### config.mk
export PLATFORM = sky130hd
export DESIGN_NAME = arbeiter_rr4
export DESIGN_NICKNAME = d
export VERILOG_FILES = /design/src/rtl/arbeiter_rr4.sv
export SDC_FILE = /design/constraint.sdc
export NUM_CORES = 1
export LEC_CHECK = 0
export ABC_CLOCK_PERIOD_IN_PS = 3500
export CAP_MARGIN = 5
export CORE_MARGIN = 10
export CORE_UTILIZATION = 45
export CTS_CLUSTER_DIAMETER = 120
export DETAILED_ROUTE_END_ITERATION = 8
export PLACE_DENSITY_LB_ADDON = 0.05
export SYNTH_ARGS = -nofsm -noshare
export SYNTH_HDL_FRONTEND = slang
export SYNTH_SLANG_ARGS = --single-unit
### constraint.sdc
create_clock -name clock -period 3.5 [get_ports clock]
set_input_delay 0.525 -clock clock [delete_from_list [all_inputs] [get_ports clock]]
set_output_delay 0.525 -clock clock [all_outputs]
set_load 0.02 [all_outputs]
### src/rtl/arbeiter_rr4.sv
// -----------------------------------------------------------------------------
// arbeiter_rr4 -- four-way round-robin arbiter with bounded tenure
//
// Grants one of four level-sensitive requesters at a time. A 2-bit priority
// pointer selects the winner: the first pending request found scanning
// pointer, pointer+1, ... modulo 4. Every new grant moves the pointer to just
// past the new owner, so the owner becomes lowest priority for the next pick.
//
// An owner keeps the grant while its request stays high, but a tenure counter
// limits it to MAX_TENURE consecutive cycles whenever another requester is
// waiting. Without contention the counter simply reloads and the owner
// continues. All outputs are registered; a handover between two requesters
// happens in a single edge with no idle cycle in between.
//
// Parameters
//   MAX_TENURE  maximum consecutive grant cycles under contention (1..255)
//
// Ports
//   clock              in   sole clock, rising-edge
//   reset              in   asynchronous, active-low reset
//   req_0 .. req_3     in   request from requester n, held high while wanted
//   gnt_0 .. gnt_3     out  registered grant, one-hot or all-zero
//   gnt_id     [1:0]   out  registered index of the owner, valid while busy
//   busy               out  registered, high while any grant is high
// -----------------------------------------------------------------------------
module arbeiter_rr4 #(
   parameter int unsigned MAX_TENURE = 8
) (
   input  logic       clock,
   input  logic       reset,
   input  logic       req_0,
   input  logic       req_1,
   input  logic       req_2,
   input  logic       req_3,
   output logic       gnt_0,
   output logic       gnt_1,
   output logic       gnt_2,
   output logic       gnt_3,
   output logic [1:0] gnt_id,
   output logic       busy
);

   typedef enum logic {
      IDLE  = 1'b0,
      GRANT = 1'b1
   } state_t;

   // Result of a round-robin scan: whether anyone was found, and who.
   typedef struct packed {
      logic       found;
      logic [1:0] idx;
   } pick_t;

   localparam logic [7:0] TENURE_MAX = 8'(MAX_TENURE);

   // Return the first set bit of req starting at position ptr, wrapping at 4.
   function automatic pick_t pick_first(input logic [3:0] req,
                                        input logic [1:0] ptr);
      pick_t      res;
      logic [1:0] idx;
      res = '0;
      for (int i = 0; i < 4; i++) begin
         idx = ptr + 2'(i);
         if (!res.found && req[idx]) begin
            res.found = 1'b1;
            res.idx   = idx;
         end
      end
      return res;
   endfunction

   // ---------------------------------------------------------------------------
   // State
   // ---------------------------------------------------------------------------
   state_t     state_q,  state_d;
   logic [1:0] ptr_q,    ptr_d;
   logic [7:0] cnt_q,    cnt_d;
   logic [3:0] gnt_q,    gnt_d;
   logic [1:0] gnt_id_q, gnt_id_d;
   logic       busy_q,   busy_d;

   // ---------------------------------------------------------------------------
   // Request decode
   // ---------------------------------------------------------------------------
   logic [3:0] req_vec;
   logic [3:0] owner_mask;
   logic [3:0] others_vec;
   logic       owner_req;
   logic       at_limit;
   pick_t      pick_any;
   pick_t      pick_other;

   assign req_vec    = {req_3, req_2, req_1, req_0};
   assign owner_mask = 4'b0001 << gnt_id_q;
   assign owner_req  = |(req_vec & owner_mask);
   // The owner is excluded when looking for a successor, so a handover can
   // never re-select the requester that is being moved off the grant.
   assign others_vec = req_vec & ~owner_mask;
   assign at_limit   = (cnt_q >= TENURE_MAX);
   assign pick_any   = pick_first(req_vec, ptr_q);
   assign pick_other = pick_first(others_vec, ptr_q);

   // ---------------------------------------------------------------------------
   // Next-state logic
   // ---------------------------------------------------------------------------
   logic       new_grant;
   logic [1:0] new_id;

   always_comb begin
      // NOTE: every signal driven here gets a default first so no path
      // leaves it unassigned; otherwise synthesis infers a latch.
      state_d   = state_q;
      ptr_d     = ptr_q;
      cnt_d     = cnt_q;
      gnt_d     = gnt_q;
      gnt_id_d  = gnt_id_q;
      new_grant = 1'b0;
      new_id    = 2'd0;

      unique case (state_q)
         IDLE: begin
            if (pick_any.found) begin
               new_grant = 1'b1;
               new_id    = pick_any.idx;
            end
         end

         GRANT: begin
            if (!owner_req) begin
               // Owner released: hand straight over, or fall back to idle.
               if (pick_other.found) begin
                  new_grant = 1'b1;
                  new_id    = pick_other.idx;
               end else begin
                  state_d  = IDLE;
                  gnt_d    = 4'b0000;
                  gnt_id_d = 2'd0;
               end
            end else if (at_limit) begin
               // Tenure used up: yield if anyone waits, else start a new term.
               if (pick_other.found) begin
                  new_grant = 1'b1;
                  new_id    = pick_other.idx;
               end else begin
                  cnt_d = 8'd1;
               end
            end else begin
               cnt_d = cnt_q + 8'd1;
            end
         end

         default: begin
            state_d  = IDLE;
            gnt_d    = 4'b0000;
            gnt_id_d = 2'd0;
         end
      endcase

      if (new_grant) begin
         state_d  = GRANT;
         gnt_d    = 4'b0001 << new_id;
         gnt_id_d = new_id;
         ptr_d    = new_id + 2'd1;
         cnt_d    = 8'd1;
      end

      busy_d = |gnt_d;
   end

   // ---------------------------------------------------------------------------
   // Registers
   // ---------------------------------------------------------------------------
   // NOTE: sequential state uses non-blocking assignments so every register
   // samples the pre-edge values, independent of statement order.
   always_ff @(posedge clock or negedge reset) begin
      if (!reset) begin
         state_q  <= IDLE;
         ptr_q    <= 2'd0;
         cnt_q    <= 8'd0;
         gnt_q    <= 4'b0000;
         gnt_id_q <= 2'd0;
         busy_q   <= 1'b0;
      end else begin
         state_q  <= state_d;
         ptr_q    <= ptr_d;
         cnt_q    <= cnt_d;
         gnt_q    <= gnt_d;
         gnt_id_q <= gnt_id_d;
         busy_q   <= busy_d;
      end
   end

   // ---------------------------------------------------------------------------
   // Outputs
   // ---------------------------------------------------------------------------
   assign gnt_0  = gnt_q[0];
   assign gnt_1  = gnt_q[1];
   assign gnt_2  = gnt_q[2];
   assign gnt_3  = gnt_q[3];
   assign gnt_id = gnt_id_q;
   assign busy   = busy_q;

endmodule

; ---- Word level (Yosys, flattened, before mapping)
; Index checks and enable logic that the tools add are counted.
[word_totals]
inputBits = 6
output_inout_bits = 7
wordCells = 93
register_bits = 18
[classes]
order_cmp = 5
bitwise_logic = 4
n_reduce_logical = 18
n_eq_ne = 3
shift = 2
mux = 50
n_addsub = 5
[op_table]
columns = op, count
row1 = 2-to-1 mux 8 bit, 5
row2 = 2-to-1 mux 3 bit, 8
row3 = binary-select mux 1 bit (select 2 bit), 8
row4 = 2-to-1 mux 2 bit, 8
row5 = 2-to-1 mux 4 bit, 4
row6 = 2-to-1 mux 1 bit, 15
row7 = "< comparator 2 x 3 -> 1 bit, second input constant", 4
row8 = "adder 8 x 1 -> 8 bit, second input constant", 1
row9 = AND 4 bit, 2
row10 = "greater-or-equal comparator 8 x 4 -> 1 bit, second input constant", 1
row11 = OR reduction 4 bit, 2
row12 = "<< shifter 1 x 2 -> 4 bit, first input constant", 2
row13 = logical AND 1 bit, 6
row14 = zero test 1 bit, 6
row15 = AND reduction 3 bit, 2
row16 = "adder 2 x 1 -> 2 bit, second input constant", 2
row17 = "adder 2 bit, second input constant", 2
row18 = "!= test 2 x 1 -> 1 bit, second input constant", 2
row19 = NOT 4 bit, 1
row20 = case mux 2 bit (2 select lines), 1
row21 = nonzero test 2 bit, 2
row22 = "!= test 3 x 2 -> 1 bit, second input constant", 1
row23 = case mux 1 bit (2 select lines), 1
row24 = NOT 1 bit, 1

; ---- Depth between registers and ports, before layout
[logic_depth]
ltp_word = 22
ltp_mapped = 13
mapped_depth_nobuf = 12

; ---- Worst setup path before layout
; No wires, ideal clock.
[synth_timing]
path_kind = input-to-reg
from = input port req_3
to = register busy_q, in the netlist busy
arrival_time_ps = 3190
stages = 13
setup_time_ps = 138
required_time_ps = 3362
setup_slack_ps = 171
n_path_buf = 2
cell_sequence = buf_6 mux4_2 and3b_4 nor3_4 buf_6 o21ai_0 or2_2 ha_1 mux2i_1 nor2_1 a31oi_1 o21ai_1 or4_1
[synth_between]
elab_chain_cells = 20
word_cells_on_any_way = 55
classes_between = shift (1) / mux (38) / bitwise (2) / reduce/logical (14)
[synth_rtl]
columns = element, line
row1 = "start, declared", 34  ; input logic req_3,
row2 = AND 4 bit, 98  ; assign others_vec = req_vec & ~owner_mask;
row3 = binary-select mux 1 bit (select 2 bit), 64  ; if (!res.found && req[idx]) begin
row4 = 2-to-1 mux 1 bit (not written as such), 64
row5 = 2-to-1 mux 3 bit, 64
row6 = zero test 1 bit, 64
row7 = logical AND 1 bit, 64
row8 = 2-to-1 mux 3 bit, 64
row9 = zero test 1 bit, 64
row10 = [... 6 more ...], n/a
row11 = 2-to-1 mux 2 bit, 139  ; end else if (at_limit) begin
row12 = 2-to-1 mux 2 bit, 129  ; if (!owner_req) begin
row13 = case mux 2 bit (2 select lines), 120  ; unique case (state_q)
row14 = << shifter 1 x 2 -> 4 bit, 161  ; gnt_d = 4'b0001 << new_id;
row15 = 2-to-1 mux 4 bit (*), 159  ; if (new_grant) begin
row16 = net gnt_d[2], 78  ; logic [3:0] gnt_q, gnt_d;
row17 = OR reduction 4 bit (*), 167  ; busy_d = |gnt_d;
row18 = net busy_d, 80  ; logic busy_q, busy_d;
row19 = "end signal, assigned", 189  ; busy_q <= busy_d;
row20 = "end, declared", 80
; Mark *: on every way through the listed nets, which the timed path passes. The rest lies on a longest branch. The select of a mux whose other input is x is not followed.
; A chain may end at the register's enable or synchronous reset.

; ---- Worst setup path in the final report
; Ends and elaborated chain as after synthesis.

==> impl_metrics.ini <==
[finish]
synthToLayoutAreaGrowth_pct = 21.5
seq_area_um2 = 452
multiInputGateArea_um2 = 898
post_route_cells_drive_above_1_share_pct = 22.7
nets = 199
fillers = 299
instances_no_fill = 229
antenna_cells = 0
final_cell_area_um2 = 1740

[sta]
finalWorstSetupSlack_ns = 0.223
setup_violations = 0
fmax_ghz = 0.305
fin_tns_setup_ns = 0
min_period_over_period_pct = 93.6
rsz0062_at_grt = no
finalMaxSlewViolations = 0
final_hold_viol_count = 0
worst_clock_skew_ns = 0.00558
tightest_slew_ns = 0.800
slew_headroom_pct = 46.5
period_minus_slack_ns = 3.28

[setup_path]
required_ns = 3.67
crit-reg2reg-launch = gnt_id[0]$_DFFE_PN0P_
worstSetupPathType = in2reg
path_max_fanout = 2
r2r_slack_ns = 0.32
r2r-end = busy$_DFF_PN0_
worstPathArrival_ns = 3.45
cp-start-kind = input pin
cp-end-kind = flip-flop
rr_worst_depth = 11

[power_and_ir_drop]
p_per_area_nw_per_um2 = 770
power_w = 0.00134
leakagePower_nw = 0.788
irDropWorstVdd_mv = 0.425

[floorplan]
die_w_um = 76.4
ios = 13
rows = 20
core_um2 = 3050
dieArea_um2 = 5830
die_y_um = 76.4
start_util_pct = 46.8

[synth]
syn_inst = 161
yosysSeqAreaShare_pct = 31.5
synthTopCellsByArea = dfrtp_1 32%, ha_1 5.3%, o21ai_0 4.6%
async_flop_share_pct = 100
ys_warn_count = 0
synth_nets = 173
synth_seq_cells = 18
ys_types = 51
synth_area_um2 = 1430
synth_area_per_cell_um2 = 8.87
synth_top_area_share_pct = 31.5
post-synth-top-area-cell = dfrtp_1
ys.flop_type = dfrtp_1
yosysMostFrequentCell = dfrtp_1
synth_edf_count = 0
synth_commonest_cells = 18 x dfrtp_1, 14 x nor2_1, 13 x o21ai_0

[route]
drt_pass1_iterations = 4
drc = 0
route.vias.total = 1300
totalWireLength_mm = 3.46
wl_per_cell_um = 15.1
drt_iter0_drc = 64
detail-route-antenna-nets = 0
avgViaCountPerCell = 5.68

[min_path]
worstHoldPathType = reg2reg
hold_path_startpoint = cnt_q[7]$_DFFE_PN0P_
holdPathEnd = cnt_q[7]$_DFFE_PN0P_
min_path_cells = 1

[placed_design]
dpl.hpwl_mm = 2.59
place_area_um2 = 1680
place.gp.congestion = 0.851
dp_slack_ns = -0.212
port_buffers = 12
dp_cells = 226

[global_routing]
grt-ovfl-total = 0
grt_pass1_wl_mm = 6.02
first_global_vias = 1287
grt_max_degree = 19
grt_usage_pct = 11.7
antenna_found_initial = 0

[job]
drv_cap = 0

[outcome]
status = completed

[clock_network]
cts_max_level = 1
cts_sinks = 18
cts_max_path_buffers = 2
cts_buffers = 3
cts_tree = yes
cts.clk_slew.worst_paths_ns = 0.10
clk_latency_ns = 0.29
holdBufCountCts = 0
cts_setup_buffers = 0
post_cts_resized = 0
root_buffer = clkbuf_4
## cell type report
type                       count  share of cell area (%)
multi-input combinational    125                    51.7
sequential                    18                    26.0
inverter                       7                    1.80
tap                           44                    3.17
timing repair buffer          32                    16.0
clock buffer                   3                    1.30
## worst max path at each step
stage | start | to | slack, ns | depth (start not counted)
2_1_floorplan | req_3 | busy$_DFF_PN0_ | 0.17 | 13
3_3_place_gp | req_2 | busy$_DFF_PN0_ | -0.18 | 12
3_5_place_dp | req_0 | busy$_DFF_PN0_ | -0.21 | 15
4_1_cts | req_2 | busy$_DFF_PN0_ | 0.10 | 12
5_1_grt | ptr_q[0]$_DFFE_PN0N_ | busy$_DFF_PN0_ | 0.05 | 12
6_report | req_3 | busy$_DFF_PN0_ | 0.22 | 12
## metal layers
layer	share of wire, %	vias to the layer above	GRT usage, %
li1	-	638	-
met1	45	652	14.6
met2	52	8	20.5
met3	2.3	2	1.53
met4	0.35	0	2.79
met5	0	-	0
## sequential cells by signal, summed over array words and instances, names as in the netlist
register and cells:
busy 1, cnt_q 8, gnt_id 2, gnt_q 4, ptr_q 2, state_q 1
## through the flow
step	util, %	hold slack [ns]
floorplan	-	0.229
global placement	54.9	0.477
detailed placement	54.9	0.475
CTS	55.7	0.502
global route	56.9	0.530
finish	56.9	0.499
## cells in the final DEF (no fill, tap or decap), drive strengths merged, types with 3 or more instances in the layout
master / n
a31oi: 6
a21oi: 3
nor2: 14
and2: 4
dlymetal6s2s: 3
nor3: 5
nor2b: 6
clkbuf: 3
inv: 7
a211oi: 3
o21ai: 16
dfrtp: 18
mux2i: 5
mux2: 3
clkdlybuf4s50: 9
ha: 6
nand2: 9
nand3: 9
buf: 20
and3: 3
## critical path, stage by stage
cell and delay [ns]:
clkdlybuf4s50_1 0.42, mux4_2 0.49, and3b_4 0.22, nor3_4 0.19, o21ai_0 0.13, or2_2 0.33, ha_1 0.21, mux2i_1 0.14
nor2_1 0.05, a31oi_1 0.13, o21ai_1 0.10, or4_1 0.52
## power by group
part	internal [W]	switching, W
Combinational	0.000434	0.000420
Clock	0.0000400	0.0000620
Sequential	0.000273	0.000107
## kinds of logic (layout without fill, tap and decap cells)
kind of cell / after synthesis / count (layout) / share of synthesized area (%)
flip-flops: 18 / 18 / 31.5
adder cells (fa/ha/maj): 7 / 7 / 5.95
XOR/XNOR: 1 / 1 / 0.613
AO/OA/AOI/OAI: 40 / 40 / 18.9
buffers and inverters: 18 / 42 / 7.62
multiplexers: 9 / 9 / 7.44
AND/OR/NAND/NOR: 68 / 68 / 27.9
(Power assumes the default switching activity.)
